<file path="src/rtl/bram_arb_pkg.sv">
// bram_arb_pkg: shared widths, address-map limits, port ids and grant-state encoding.
package bram_arb_pkg;
    localparam int ADDR_W       = 14;
    localparam int DATA_W       = 8;
    localparam int DEPTH        = 15360;
    localparam int PROT_LIMIT   = 8192;
    localparam int STARVE_LIMIT = 4;
    localparam int STARVE_W     = $clog2(STARVE_LIMIT + 1);
    localparam logic PORT_CPU = 1'b0;
    localparam logic PORT_LDR = 1'b1;
    typedef enum logic {CPU_PRI, LDR_FORCE} grant_state_e;
    typedef logic [STARVE_W-1:0] starve_t;
    typedef struct packed {
        logic valid;
        logic port;
        logic rd;
        logic oor;
        logic err;
    } resp_t;
endpackage

</file>
<file path="src/rtl/bram_arbiter_if.sv">
// bram_arbiter_if: request/response lines of the CPU and LDR ports plus the block-RAM side.
interface bram_arbiter_if;
    import bram_arb_pkg::*;
    logic              cpu_valid, cpu_we, cpu_ready, cpu_ack;
    logic [ADDR_W-1:0] cpu_addr;
    logic [DATA_W-1:0] cpu_wdata, cpu_rdata;
    logic              ldr_valid, ldr_we, ldr_ready, ldr_ack;
    logic [ADDR_W-1:0] ldr_addr;
    logic [DATA_W-1:0] ldr_wdata, ldr_rdata;
    logic              wp_en, ram_we, err;
    logic [ADDR_W-1:0] ram_addr, ram_addr_w;
    logic [DATA_W-1:0] ram_din, ram_dout;
    modport master (
        output cpu_valid, cpu_we, cpu_addr, cpu_wdata,
        output ldr_valid, ldr_we, ldr_addr, ldr_wdata,
        output wp_en, ram_dout,
        input  cpu_ready, cpu_ack, cpu_rdata, ldr_ready, ldr_ack, ldr_rdata,
        input  ram_we, ram_addr, ram_addr_w, ram_din, err
    );
    modport slave (
        input  cpu_valid, cpu_we, cpu_addr, cpu_wdata,
        input  ldr_valid, ldr_we, ldr_addr, ldr_wdata,
        input  wp_en, ram_dout,
        output cpu_ready, cpu_ack, cpu_rdata, ldr_ready, ldr_ack, ldr_rdata,
        output ram_we, ram_addr, ram_addr_w, ram_din, err
    );
endinterface

</file>
<file path="src/rtl/bram_arb_grant.sv">
// bram_arb_grant: fixed CPU priority; LDR wins once after STARVE_LIMIT consecutive lost cycles.
module bram_arb_grant
    import bram_arb_pkg::*;
(
    input  logic clk,
    input  logic reset_n,
    input  logic cpu_valid,
    input  logic ldr_valid,
    output logic grant_cpu,
    output logic grant_ldr
);
    grant_state_e state_q;
    starve_t      starve_q, starve_d;
    always_comb begin
        grant_ldr = reset_n && ldr_valid && (state_q == LDR_FORCE || !cpu_valid);
        grant_cpu = reset_n && cpu_valid && !grant_ldr;
        starve_d  = (grant_ldr || !ldr_valid) ? '0 : grant_cpu ? starve_q + starve_t'(1) : starve_q;
    end
    always_ff @(posedge clk or negedge reset_n) begin
        if (!reset_n) begin
            state_q  <= CPU_PRI;
            starve_q <= '0;
        end else begin
            starve_q <= starve_d;
            state_q  <= (state_q == CPU_PRI)
                      ? ((starve_d == starve_t'(STARVE_LIMIT)) ? LDR_FORCE : CPU_PRI)
                      : ((grant_ldr || !ldr_valid) ? CPU_PRI : LDR_FORCE);
        end
    end
endmodule

</file>
<file path="src/rtl/bram_arbiter.sv">
// bram_arbiter: two-port block-RAM arbiter with ROM write protection and out-of-range handling.
// Accesses issue to the RAM in the accept cycle; ack, rdata and err follow one cycle later.
module bram_arbiter
    import bram_arb_pkg::*;
(
    input logic           clk,
    input logic           reset_n,
    bram_arbiter_if.slave bus
);
    localparam logic [ADDR_W-1:0] DEPTH_A = ADDR_W'(DEPTH);
    localparam logic [ADDR_W-1:0] PROT_A  = ADDR_W'(PROT_LIMIT);
    logic              grant_cpu, grant_ldr, acc, req_we, oor, blocked;
    logic [ADDR_W-1:0] req_addr;
    logic [DATA_W-1:0] req_wdata, rd_data, cpu_rdata_q, ldr_rdata_q;
    resp_t             resp_q, resp_d;
    bram_arb_grant u_grant (
        .clk       (clk),
        .reset_n   (reset_n),
        .cpu_valid (bus.cpu_valid),
        .ldr_valid (bus.ldr_valid),
        .grant_cpu (grant_cpu),
        .grant_ldr (grant_ldr)
    );
    always_comb begin
        acc            = grant_cpu || grant_ldr;
        req_we         = grant_ldr ? bus.ldr_we    : bus.cpu_we;
        req_addr       = grant_ldr ? bus.ldr_addr  : bus.cpu_addr;
        req_wdata      = grant_ldr ? bus.ldr_wdata : bus.cpu_wdata;
        oor            = req_addr >= DEPTH_A;
        // LDR writes bypass protection so the host can load the ROM image
        blocked        = grant_cpu && bus.wp_en && req_addr < PROT_A;
        bus.cpu_ready  = grant_cpu;
        bus.ldr_ready  = grant_ldr;
        bus.ram_we     = acc && req_we && !oor && !blocked;
        bus.ram_addr   = (acc && !oor) ? req_addr : '0;
        bus.ram_addr_w = bus.ram_addr;
        bus.ram_din    = bus.ram_we ? req_wdata : '0;
        resp_d         = '{valid: acc, port: grant_ldr ? PORT_LDR : PORT_CPU, rd: !req_we,
                           oor: oor, err: oor || (req_we && blocked)};
        rd_data        = resp_q.oor ? '1 : bus.ram_dout;
        bus.cpu_ack    = resp_q.valid && resp_q.port == PORT_CPU;
        bus.ldr_ack    = resp_q.valid && resp_q.port == PORT_LDR;
        bus.cpu_rdata  = (bus.cpu_ack && resp_q.rd) ? rd_data : cpu_rdata_q;
        bus.ldr_rdata  = (bus.ldr_ack && resp_q.rd) ? rd_data : ldr_rdata_q;
        bus.err        = resp_q.valid && resp_q.err;
    end
    always_ff @(posedge clk or negedge reset_n) begin
        if (!reset_n) begin
            resp_q      <= '0;
            cpu_rdata_q <= '0;
            ldr_rdata_q <= '0;
        end else begin
            resp_q      <= resp_d;
            cpu_rdata_q <= bus.cpu_rdata;
            ldr_rdata_q <= bus.ldr_rdata;
        end
    end
endmodule

</file>
<file path="src/flat_wrapper.sv">
// flat-port wrapper written by rule: the top's interface ports become plain ports
module bram_arbiter_flat import bram_arb_pkg::*;
  (clk, reset_n, bus_cpu_valid, bus_cpu_we, bus_cpu_addr, bus_cpu_wdata, bus_ldr_valid, bus_ldr_we, bus_ldr_addr, bus_ldr_wdata, bus_wp_en, bus_ram_dout, bus_cpu_ready, bus_cpu_ack, bus_cpu_rdata, bus_ldr_ready, bus_ldr_ack, bus_ldr_rdata, bus_ram_we, bus_ram_addr, bus_ram_addr_w, bus_ram_din, bus_err);
  bram_arbiter_if bus_i ();
  input logic clk;
  input logic reset_n;
  input wire logic [$bits(bus_i.cpu_valid)-1:0] bus_cpu_valid;
  input wire logic [$bits(bus_i.cpu_we)-1:0] bus_cpu_we;
  input wire logic [$bits(bus_i.cpu_addr)-1:0] bus_cpu_addr;
  input wire logic [$bits(bus_i.cpu_wdata)-1:0] bus_cpu_wdata;
  input wire logic [$bits(bus_i.ldr_valid)-1:0] bus_ldr_valid;
  input wire logic [$bits(bus_i.ldr_we)-1:0] bus_ldr_we;
  input wire logic [$bits(bus_i.ldr_addr)-1:0] bus_ldr_addr;
  input wire logic [$bits(bus_i.ldr_wdata)-1:0] bus_ldr_wdata;
  input wire logic [$bits(bus_i.wp_en)-1:0] bus_wp_en;
  input wire logic [$bits(bus_i.ram_dout)-1:0] bus_ram_dout;
  output wire logic [$bits(bus_i.cpu_ready)-1:0] bus_cpu_ready;
  output wire logic [$bits(bus_i.cpu_ack)-1:0] bus_cpu_ack;
  output wire logic [$bits(bus_i.cpu_rdata)-1:0] bus_cpu_rdata;
  output wire logic [$bits(bus_i.ldr_ready)-1:0] bus_ldr_ready;
  output wire logic [$bits(bus_i.ldr_ack)-1:0] bus_ldr_ack;
  output wire logic [$bits(bus_i.ldr_rdata)-1:0] bus_ldr_rdata;
  output wire logic [$bits(bus_i.ram_we)-1:0] bus_ram_we;
  output wire logic [$bits(bus_i.ram_addr)-1:0] bus_ram_addr;
  output wire logic [$bits(bus_i.ram_addr_w)-1:0] bus_ram_addr_w;
  output wire logic [$bits(bus_i.ram_din)-1:0] bus_ram_din;
  output wire logic [$bits(bus_i.err)-1:0] bus_err;
  assign bus_i.cpu_valid = bus_cpu_valid;
  assign bus_i.cpu_we = bus_cpu_we;
  assign bus_i.cpu_addr = bus_cpu_addr;
  assign bus_i.cpu_wdata = bus_cpu_wdata;
  assign bus_i.ldr_valid = bus_ldr_valid;
  assign bus_i.ldr_we = bus_ldr_we;
  assign bus_i.ldr_addr = bus_ldr_addr;
  assign bus_i.ldr_wdata = bus_ldr_wdata;
  assign bus_i.wp_en = bus_wp_en;
  assign bus_i.ram_dout = bus_ram_dout;
  assign bus_cpu_ready = bus_i.cpu_ready;
  assign bus_cpu_ack = bus_i.cpu_ack;
  assign bus_cpu_rdata = bus_i.cpu_rdata;
  assign bus_ldr_ready = bus_i.ldr_ready;
  assign bus_ldr_ack = bus_i.ldr_ack;
  assign bus_ldr_rdata = bus_i.ldr_rdata;
  assign bus_ram_we = bus_i.ram_we;
  assign bus_ram_addr = bus_i.ram_addr;
  assign bus_ram_addr_w = bus_i.ram_addr_w;
  assign bus_ram_din = bus_i.ram_din;
  assign bus_err = bus_i.err;
  bram_arbiter u_core (.clk(clk), .reset_n(reset_n), .bus(bus_i));
endmodule
</file>
<file path="config.mk">
export PLATFORM = sky130hd
export DESIGN_NAME = bram_arbiter_flat
export DESIGN_NICKNAME = d
export VERILOG_FILES = /design/src/rtl/bram_arb_pkg.sv /design/src/rtl/bram_arbiter_if.sv /design/src/rtl/bram_arb_grant.sv /design/src/rtl/bram_arbiter.sv /design/src/flat_wrapper.sv
export SDC_FILE = /design/constraint.sdc
export NUM_CORES = 1
export LEC_CHECK = 0
export ABC_CLOCK_PERIOD_IN_PS = 2000
export CAP_MARGIN = 30
export CORE_ASPECT_RATIO = 1.1
export CORE_UTILIZATION = 34
export DETAILED_ROUTE_END_ITERATION = 12
export PLACE_DENSITY = 0.86
export SYNTH_ARGS = -nofsm -noshare
export SYNTH_HDL_FRONTEND = slang
export SYNTH_SLANG_ARGS = --single-unit
</file>
<file path="constraint.sdc">
create_clock -name clk -period 2 [get_ports clk]
set_input_delay 0.4 -clock clk [delete_from_list [all_inputs] [get_ports clk]]
set_output_delay 0.4 -clock clk [all_outputs]
set_load 0.02 [all_outputs]
</file>
==> metrics.md, run 1 <==
| Metric | Value |
|---|---|
| Port Buf Inserts | `about 120` |
| Die width | `between 60 and 70 µm` |
| Top cells by area, synth | `dfrtp_1 (40%), nand2_1 (16%), buf_4 (8.2%)` |
| Clock Latency Late Sink | `about 270 ps` |
| Vias in the first global route | `between 2000 and 2500` |
| Mapped cell area | `around 1600 µm²` |
| CTS tree | `done` |
| DP Wirelength | `between 3 and 4 mm` |
| Initial antenna violation count | `0` |
| Post-DR wirelength/cell | `15.0 µm` |
| Peak VDD IR | `about 0.00025 V` |
| Post-route clock period utilization | `110%` |
| Largest area contributor in the netlist | `dfrtp_1` |
| Most frequent cells in the layout | `nand2_1 (66), clkdlybuf4s50_1 (52), buf_6 (38), buf_4 (30), dfrtp_1 (25)` |
| Number of synthesized register bits | `25` |
| Share of layout cells above drive strength 1 | `39.8%` |
| Failing checks | `setup timing` |
| Max Cap Viol | `0` |
| Final antenna-violating net count | `0` |
| Syn Area/Cell | `7.88 µm²` |
| Top_reg_cell synth | `dfrtp_1` |
| CTS Sinks | `25` |
| Fin. max-slew vios | `0` |
| Drt via density | `5.00` |
| Slowest library cell on the worst path | `dfrtp_1` |
| EDFF count, synth | `0` |
| Post-layout min period | `~2200 ps` |
| Deepest clock path buffer count | `2` |
| Status | `complete, but fails checks` |
| Placed insts | `around 370` |
| Largest stage delay, worst path | `410 ps` |
| Yosys top cell area share | `40.3%` |
| Sequential area share after synthesis | `between 40 and 50%` |
| DRC errors left | `0` |
| Die area | `~4800 µm²` |
| Drt total wl | `roughly 5.8 mm` |
| RSZ-0062 raised after global routing | `yes` |
| GRT Overall Usage | `24.3%` |
| Worst Path Required | `1600 ps` |
| Via count | `1931` |
| Mapped Cells | `about 200` |
| H-tree depth | `1` |
| Die Y-Extent | `around 73 µm` |
| Cell Count, Final, Fillers Out | `a little under 400` |
| Most common cell after layout, fill and taps aside | `nand2_1` |
| Drt first-iter violations | `72` |
| Power density over cell area | `about 550 nW/µm²` |
| Worst Setup End Kind | `primary output` |
| I/O pins | `roughly 120` |
| Yosys warns | `0` |
| Leakage power | `~0.0015 µW` |
| Critical path class | `reg -> out` |
| DR pass1 iterations | `5` |
| Diodes inserted | `0` |
| Hold Buf Count CTS | `0` |
| CP Data Arrival Time | `~1800 ps` |
| Setup-failing EPs final | `37` |
| Nets | `393` |
| Reg clk slew, reported paths | `around 80 ps` |
| Crit-path cells | `and2b_4 -> or3_4 -> nand3_4 -> buf_12 -> a21oi_4 -> buf_6` |
| Max Freq | `455 MHz` |
| Total CTS buffers | `3` |
| Gp weighted congestion | `around 0.8` |
| Pin count of the biggest net entering global routing | `30` |
| Pre-CTS WS | `-841 ps` |
| Syn nets | `roughly 260` |
| Row Count | `25` |
| Core ar. | `roughly 4300 µm²` |
| Hold_ws | `between 150 and 200 ps` |
| Clock Skew | `4.02 ps` |
| Min-delay worst type | `in -> async` |
| Worst slew pin tran | `around 330 ps` |
| Final setup margin | `-197 ps` |
| Max_slew headroom | `roughly 78%` |
| Post-synth cell types | `33` |
| Crit Path Max Fanout | `7` |
| Initial Utilization | `between 30 and 40%` |
| Final instance area | `~3300 µm²` |
| Placed Instance Area | `approximately 2900 µm²` |
| First-pass GRT wire length | `about 9 mm` |
| Final Hold Fails | `0` |
| Area delta synth->final | `111%` |
| Startpoint Class | `flip-flop` |
| Clock Root Buffer | `clkbuf_8` |
| Synth async-reset ratio | `100%` |
| Overflow after GRT | `0` |
## power by group
group | leakage [µW] | internal [µW] | switching, µW | total [µW]
Sequential | 0.000311 | 589 | 26.4 | 615
Combinational | 0.00114 | 454 | 448 | 901
Clock | 0.0000255 | 139 | 151 | 291
## metal layers
layer | track usage [%] | vias to the layer above | routed length, µm
met4 | 10.2 | 0 | 137
met3 | 3.44 | 17 | 392
met2 | 46.4 | 99 | 3150
li1 | - | 918 | -
met5 | 0 | - | 0
met1 | 26.4 | 897 | 2110
## cell usage after synthesis (2+ instances only)
library cell and number:
nor2_1 10, nand2_1 66, buf_4 17, nand2_2 2
a21oi_1 24, o21ai_0 16, dfrtp_1 25, inv_1 2
nand4_1 2, nand2b_1 2, clkbuf_1 3, buf_2 2
and2_1 4, nand3_1 3
## critical path, delay by kind of cell, from the launching register on
kind / cells / cell delay [ps]
simple gates: 3 / 760
flops: 1 / 410
buf+inv: 2 / 290
compound gates: 1 / 50
## worst paths after layout
check	endpoint	cells past startpoint	slack, ps	start
worst min-delay path	u_core.resp_q[4]$_DFF_PN0_	2	190	reset_n
worst max-delay path	bus_ram_addr[10]	6	-200	u_core.u_grant.state_q$_DFF_PN0_
worst min register to register	u_core.ldr_rdata_q[4]$_DFF_PN0_	2	500	u_core.ldr_rdata_q[4]$_DFF_PN0_
min in group clk	u_core.ldr_rdata_q[4]$_DFF_PN0_	2	500	u_core.ldr_rdata_q[4]$_DFF_PN0_
worst max register to register	u_core.resp_q[0]$_DFF_PN0_	4	650	u_core.u_grant.state_q$_DFF_PN0_
max in group asynchronous	u_core.ldr_rdata_q[7]$_DFF_PN0_	2	1440	reset_n
## state kept, by name (all words and copies together), names as in the netlist
| register | flops |
|---|---|
| u_core.resp_q | 5 |
| u_core.u_grant.starve_q | 3 |
| u_core.u_grant.state_q | 1 |
| u_core.ldr_rdata_q | 8 |
| u_core.cpu_rdata_q | 8 |
## area by class of cell
cell class	instances	area, µm²
repair buffers	153	1550
fillers	289	1070
multi-input cells	148	986
flip-flops and latches	25	626
well taps	54	67.6
clock buffers	3	41.3
inverters	2	7.51
clock inverters	1	5.00
## per-stage QoR
| step | utilization [%] | power (µW) | setup TNS (ps) |
|---|---|---|---|
| 3_3_place_gp | 67.4 | 1470 | -33070 |
| 2_1_floorplan | - | 988 | -742 |
| 4_1_cts | 75.3 | 1810 | -5510 |
| 6_report | 75.5 | 1810 | -6730 |
| 5_1_grt | 75.5 | 1900 | -8880 |
| 3_5_place_dp | 67.4 | 1490 | -34510 |
## logic make-up (layout without fill, tap and decap cells)
family | count (synthesis) | in the layout | share of synthesized area [%]
buf+inv | 25 | 159 | 11.4
compound gates | 47 | 48 | 18.1
fa+ha+maj | 1 | 1 | 0.806
flops | 25 | 25 | 40.3
xor+xnor | 2 | 2 | 1.13
simple gates | 97 | 97 | 28.3
## repair_timing
| action | in CTS | in global routing |
|---|---|---|
| setup buffers | 3 | 2 |
| pin swaps | 9 | 2 |
| resized for setup | 317 | 31 |
| setup endpoints to repair | 55 | 54 |
| cloned | 3 | 0 |
Power figures use the tool's default switching activity.
==> run 2: changes to the inputs <==
--- a/config.mk
+++ b/config.mk
@@ -10,7 +10,8 @@
 export CORE_ASPECT_RATIO = 1.1
 export CORE_UTILIZATION = 34
 export DETAILED_ROUTE_END_ITERATION = 12
-export PLACE_DENSITY = 0.86
+export PLACE_DENSITY = 0.87
+export SETUP_SLACK_MARGIN = 0.1
 export SYNTH_ARGS = -nofsm -noshare
 export SYNTH_HDL_FRONTEND = slang
 export SYNTH_SLANG_ARGS = --single-unit
==> metrics.md, run 2 (synthesis gave the netlist of run 1 again) <==
| Metric | Value |
|---|---|
| Max Cap Viol | `0 (unchanged)` |
| Most frequent cells in the layout | `nand2_1 (66), clkdlybuf4s50_1 (47), buf_4 (45), buf_6 (34), dfrtp_1 (25)` |
| Slowest library cell on the worst path | `or3_4` |
| Filler instances | `338 (+17%)` |
| DP Wirelength | `4.12 mm (+4.7%)` |
| Diodes inserted | `0 (unchanged)` |
| Die width | `66.4 µm (unchanged)` |
| Core ar. | `4350 µm² (unchanged)` |
| Final Hold Fails | `0 (unchanged)` |
| Deepest clock path buffer count | `2 (unchanged)` |
| Clock Root Buffer | `clkbuf_8` |
| Crit-path cells | `and2b_4 -> or3_4 -> nand3_4 -> buf_12 -> a21oi_4 -> buf_6` |
| Port Buf Inserts | `116 (unchanged)` |
| RSZ-0062 raised after global routing | `yes` |
| Leakage power | `0.00150 µW (+1.5%)` |
| Vias in the first global route | `1924 (-5.2%)` |
| CTS Sinks | `25 (unchanged)` |
| Hold Buf Count CTS | `0 (unchanged)` |
| Top layer in use | `met4` |
| Die Y-Extent | `72.9 µm (unchanged)` |
| Area delta synth->final | `107%` |
| Post-DR wirelength/cell | `14.1 µm (-5.9%)` |
| Power density over cell area | `562 nW/µm² (+2.1%)` |
| Startpoint Class | `flip-flop` |
| Drt via density | `4.95 (-0.97%)` |
| Drt first-iter violations | `63 (-13%)` |
| First-pass GRT wire length | `8.37 mm (-6.9%)` |
| Status | `complete, but fails checks` |
| Setup crit start | `u_core.u_grant.state_q$_DFF_PN0_` |
| DRC errors left | `0 (unchanged)` |
| Reg2reg path depth | `4 (unchanged)` |
| Peak VDD IR | `0.000251 V (+1.5%)` |
| Fin. max-slew vios | `0 (unchanged)` |
| Total CTS buffers | `3 (unchanged)` |
| Nets | `397 (+1.0%)` |
| DR pass1 iterations | `4 (-1)` |
| Setup-failing EPs final | `37 (unchanged)` |
| Die area | `4840 µm² (unchanged)` |
| GRT Overall Usage | `22.3% (-2.1 points)` |
| Met2 WL | `2.99 mm (-5.0%)` |
| Met1 WL | `2.04 mm (-3.0%)` |
| I/O pins | `117 (unchanged)` |
| Initial antenna violation count | `0 (unchanged)` |
| Row Count | `25 (unchanged)` |
| Clock Latency Late Sink | `270 ps (about the same)` |
| Failing checks | `setup timing` |
| Max Freq | `455 MHz (about the same)` |
| Finished Core Util | `74.1% (-1.4 points)` |
| Crit Path Max Fanout | `7 (unchanged)` |
| Gp weighted congestion | `0.784 (+0.14%)` |
| H-tree depth | `1 (unchanged)` |
| Drt total wl | `5.50 mm (-4.9%)` |
| Post-layout min period | `2200 ps (-0.626 ps)` |
| Max_slew headroom | `77.0% (-0.83 points)` |
| CP Data Arrival Time | `1800 ps (about the same)` |
| Overflow after GRT | `0 (unchanged)` |
| Worst Path Required | `1600 ps (about the same)` |
| Clock Skew | `9.93 ps (+5.90 ps)` |
| Reg clk slew, reported paths | `90 ps (about the same)` |
| Most common cell after layout, fill and taps aside | `nand2_1` |
| R2R setup slack | `630 ps (-20 ps)` |
| Final antenna-violating net count | `0 (unchanged)` |
| Critical path class | `reg -> out` |
| Min-delay worst type | `in -> async` |
| Wire length on met3 | `421 µm (+7.4%)` |
| Worst slew pin tran | `345 ps (+12.5 ps)` |
| Pre-CTS WS | `-820 ps (+21.8 ps)` |
| Initial Utilization | `35.7% (unchanged)` |
| Biggest regs | `u_core.cpu_rdata_q: 8 flops, u_core.ldr_rdata_q: 8 flops, u_core.resp_q: 5 flops` |
| CTS tree | `done` |
| Worst r2r src | `u_core.u_grant.state_q$_DFF_PN0_` |
| Via count | `1932 (+0.052%)` |
| Largest stage delay, worst path | `430 ps (+20 ps)` |
| Pin count of the biggest net entering global routing | `31 (+3.3%)` |
| Final setup margin | `-196 ps (+0.626 ps)` |
| Worst Setup End Kind | `primary output` |
| Share of layout cells above drive strength 1 | `41.7% (+1.9 points)` |
| Post-route clock period utilization | `110% (about the same)` |
[run 2: cell types whose count changed in the layout (fill, tap and decap cells not counted), sizes merged, moves of 2 or more]
cell | before | now
dlymetal6s2s | 0 | 2
clkbuf | 10 | 4
clkdlybuf4s15 | 12 | 2
buf | 74 | 95
clkdlybuf4s50 | 52 | 47
dlygate4sd2 | 7 | 10
[run 2: repair_timing]
item	4_1_cts	5_1_grt
setup endpoints to repair	57	52
buffers inserted	2	0
resized for setup	307	60
pin swaps	7	5
cloned	1	0
[run 2: through the flow]
step	power [µW]	instance area, µm²	setup TNS [ps]	cells	hold WS [ps]
2_1_floorplan	1010	1700	0	197	104
3_3_place_gp	1500	3070	-33490	383	479
3_5_place_dp	1530	3070	-33850	383	529
4_1_cts	1800	3110	-6140	390	311
5_1_grt	1900	3220	-8060	390	184
6_report	1810	3220	-6020	390	160
[run 2: routing by layer]
metal,vias up,global-route usage [%]
li1,926,-
met1,905,24.4
met2,96,43.2
met3,5,3.44
met4,0,6.62
met5,-,0
[run 2: cell type report]
cell class	instances	area, µm²	share of cell area, %
tap	54	67.6	2.10
sequential	25	626	19.4
timing repair buffer	157	1490	46.1
clock inverter	1	7.51	0.233
multi-input combinational	148	986	30.6
clock buffer	3	41.3	1.28
inverter	2	7.51	0.233
[run 2: worst paths after layout]
check,endpoint
setup / recovery,bus_ram_addr[10]
min in group clk,u_core.ldr_rdata_q[6]$_DFF_PN0_
hold / removal,u_core.u_grant.state_q$_DFF_PN0_
hold reg to reg,u_core.ldr_rdata_q[6]$_DFF_PN0_
setup reg to reg,u_core.resp_q[0]$_DFF_PN0_
max in group asynchronous,u_core.cpu_rdata_q[2]$_DFF_PN0_
[run 2: where the power goes]
| group | internal (µW) | switching [µW] |
|---|---|---|
| registers | 589 | 27.4 |
| logic | 444 | 451 |
| clock network | 141 | 158 |
| total | 1170 | 637 |
[run 2: critical path, delay by kind of cell, from the launching register on]
kind | cells | cell delay (ps)
simple gates | 3 | 780
flops | 1 | 400
buf+inv | 2 | 290
compound gates | 1 | 50
==> run 3: changes to the inputs <==
--- a/config.mk
+++ b/config.mk
@@ -7,10 +7,12 @@
 export LEC_CHECK = 0
 export ABC_CLOCK_PERIOD_IN_PS = 2000
 export CAP_MARGIN = 30
+export CELL_PAD_IN_SITES_DETAIL_PLACEMENT = 1
+export CELL_PAD_IN_SITES_GLOBAL_PLACEMENT = 1
 export CORE_ASPECT_RATIO = 1.1
-export CORE_UTILIZATION = 34
+export CORE_UTILIZATION = 22
 export DETAILED_ROUTE_END_ITERATION = 12
-export PLACE_DENSITY = 0.87
+export PLACE_DENSITY = 0.85
 export SETUP_SLACK_MARGIN = 0.1
 export SYNTH_ARGS = -nofsm -noshare
 export SYNTH_HDL_FRONTEND = slang
==> metrics.md, run 3 (synthesis gave the netlist of run 1 again) <==
| Metric | Value |
|---|---|
| Max_slew headroom | `78.8% (+1.8 points)` |
| Worst Path Required | `1600 ps (about the same)` |
| Vias in the first global route | `2251 (+17%)` |
| Placed Instance Area | `3100 µm² (+0.90%)` |
| Startpoint Class | `flip-flop` |
| Power density over cell area | `563 nW/µm² (about the same)` |
| DR pass1 iterations | `4 (unchanged)` |
| I/O pins | `117 (unchanged)` |
| Initial antenna violation count | `1 (+1)` |
| Nets | `401 (+1.0%)` |
| Post-DR wirelength/cell | `17.1 µm (+21%)` |
| Delay-heaviest family, CP | `simple AND/OR/NAND/NOR gates` |
| Most frequent cells in the layout | `nand2_1 (61), clkdlybuf4s50_1 (46), buf_4 (46), buf_6 (44), dfrtp_1 (24)` |
| Die area | `7400 µm² (+53%)` |
| Die Y-Extent | `90.1 µm (+24%)` |
| Clock Skew | `3.25 ps (-6.67 ps)` |
| Biggest regs | `u_core.cpu_rdata_q: 8 flops, u_core.ldr_rdata_q: 8 flops, u_core.resp_q: 5 flops` |
| Worst r2r src | `u_core.resp_q[3]$_DFF_PN0_` |
| Fin. max-slew vios | `0 (unchanged)` |
| Setup crit start | `u_core.u_grant.state_q$_DFF_PN0_` |
| Pin count of the biggest net entering global routing | `31 (unchanged)` |
| Post-route clock period utilization | `109% (-0.74 points)` |
| Pre-CTS WS | `-907 ps (-87.8 ps)` |
| Post-layout min period | `2180 ps (-14.9 ps)` |
| Min-delay worst type | `in -> async` |
| Total power | `1950 µW (+7.6%)` |
| Worst slew pin tran | `318 ps (-27.6 ps)` |
| Row Count | `31 (+24%)` |
| Failing checks | `setup timing` |
| Die width | `82.1 µm (+24%)` |
| Via count | `1990 (+3.0%)` |
| Max Freq | `458 MHz (+0.68%)` |
| Final setup margin | `-182 ps (+14.9 ps)` |
| Initial Utilization | `23.1% (-13 points)` |
| Cell Count, Final, Fillers Out | `423 (+8.5%)` |
| CP bufs+invs | `2 (unchanged)` |
| Leakage power | `0.00159 µW (+5.6%)` |
| CP Data Arrival Time | `1780 ps (-20 ps)` |
| CTS tree | `done` |
| Drt via density | `4.70 (-5.0%)` |
| Most common cell after layout, fill and taps aside | `nand2_1` |
| Area delta synth->final | `123%` |
| Final instance area | `3460 µm² (+7.5%)` |
| Port Buf Inserts | `116 (unchanged)` |
| Overflow after GRT | `0 (unchanged)` |
| Clock Root Buffer | `clkbuf_8` |
| DP Wirelength | `5.17 mm (+25%)` |
| Peak VDD IR | `0.000392 V (+56%)` |
| First-pass GRT wire length | `10.9 mm (+30%)` |
| H-tree depth | `1 (unchanged)` |
| Status | `complete, but fails checks` |
| Total CTS buffers | `3 (unchanged)` |
| Drt total wl | `7.22 mm (+31%)` |
| Largest stage delay, worst path | `430 ps (about the same)` |
| Setup-failing EPs final | `37 (unchanged)` |
| Final Hold Fails | `0 (unchanged)` |
| Max Cap Viol | `0 (unchanged)` |
| Deepest clock path buffer count | `2 (unchanged)` |
| Final antenna-violating net count | `0 (unchanged)` |
| Reg clk slew, reported paths | `90 ps (about the same)` |
| Crit-path cells | `and2b_4 -> or3_4 -> nand3_4 -> buf_12 -> a21oi_4 -> buf_6` |
| Worst Setup End Kind | `primary output` |
| Slowest library cell on the worst path | `or3_4` |
| CTS Sinks | `25 (unchanged)` |
| DRC errors left | `0 (unchanged)` |
| Share of layout cells above drive strength 1 | `45.6% (+3.9 points)` |
| Clock Latency Late Sink | `270 ps (about the same)` |
| Crit Path Max Fanout | `7 (unchanged)` |
| Hold Buf Count CTS | `0 (unchanged)` |
| Finished Core Util | `51.6% (-22 points)` |
| Critical path class | `reg -> out` |
| Gp weighted congestion | `0.772 (-1.5%)` |
| Placed insts | `410 (+7.0%)` |
| GRT Overall Usage | `18.9% (-3.4 points)` |
| Core ar. | `6710 µm² (+54%)` |
| Drt first-iter violations | `48 (-24%)` |
| RSZ-0062 raised after global routing | `yes` |
==> run 3: repair_timing <==
item / 4_1_cts / 5_1_grt
setup buffers: 3 / 4
gates cloned: 1 / 0
gates resized for setup: 359 / 54
pin swaps: 10 / 7
setup endpoints to repair: 57 / 54
==> run 3: worst paths after layout <==
path	slack, ps	endpoint	cells past startpoint
max in group asynchronous	1510	u_core.resp_q[1]$_DFF_PN0_	2
min in group clk	510	u_core.ldr_rdata_q[1]$_DFF_PN0_	2
setup / recovery	-180	bus_ram_addr[7]	6
hold / removal	260	u_core.u_grant.starve_q[2]$_DFF_PN0_	2
setup reg to reg	620	u_core.cpu_rdata_q[4]$_DFF_PN0_	7
hold reg to reg	510	u_core.ldr_rdata_q[1]$_DFF_PN0_	2
==> run 3: area by class of cell <==
| type | instances | area (µm²) |
|---|---|---|
| diodes | 1 | 2.50 |
| clock buffers | 3 | 41.3 |
| clock inverters | 1 | 5.00 |
| fillers | 751 | 3250 |
| inverters | 2 | 10.0 |
| multi-input cells | 148 | 1080 |
| flip-flops and latches | 25 | 627 |
| well taps | 82 | 103 |
| repair buffers | 161 | 1590 |
==> run 3: layer usage <==
layer / vias up / track usage [%] / part of all wire (%)
li1: 929 / - / -
met1: 950 / 19.4 / 35
met3: 12 / 4.06 / 7.0
met2: 99 / 36.7 / 56
met5: - / 0 / 0
met4: 0 / 4.82 / 1.7
==> run 3: power breakdown <==
group | switching [µW] | internal [µW]
registers | 39.3 | 589
clock network | 165 | 140
logic | 505 | 511
total | 709 | 1240
==> run 3: stage by stage <==
stage / hold slack [ps] / TNS (ps)
after CTS: 267 / -5930
final: 263 / -5090
after floorplan: 104 / 0
after global placement: 476 / -33660
after global routing: 274 / -7100
after detailed placement: 493 / -36400
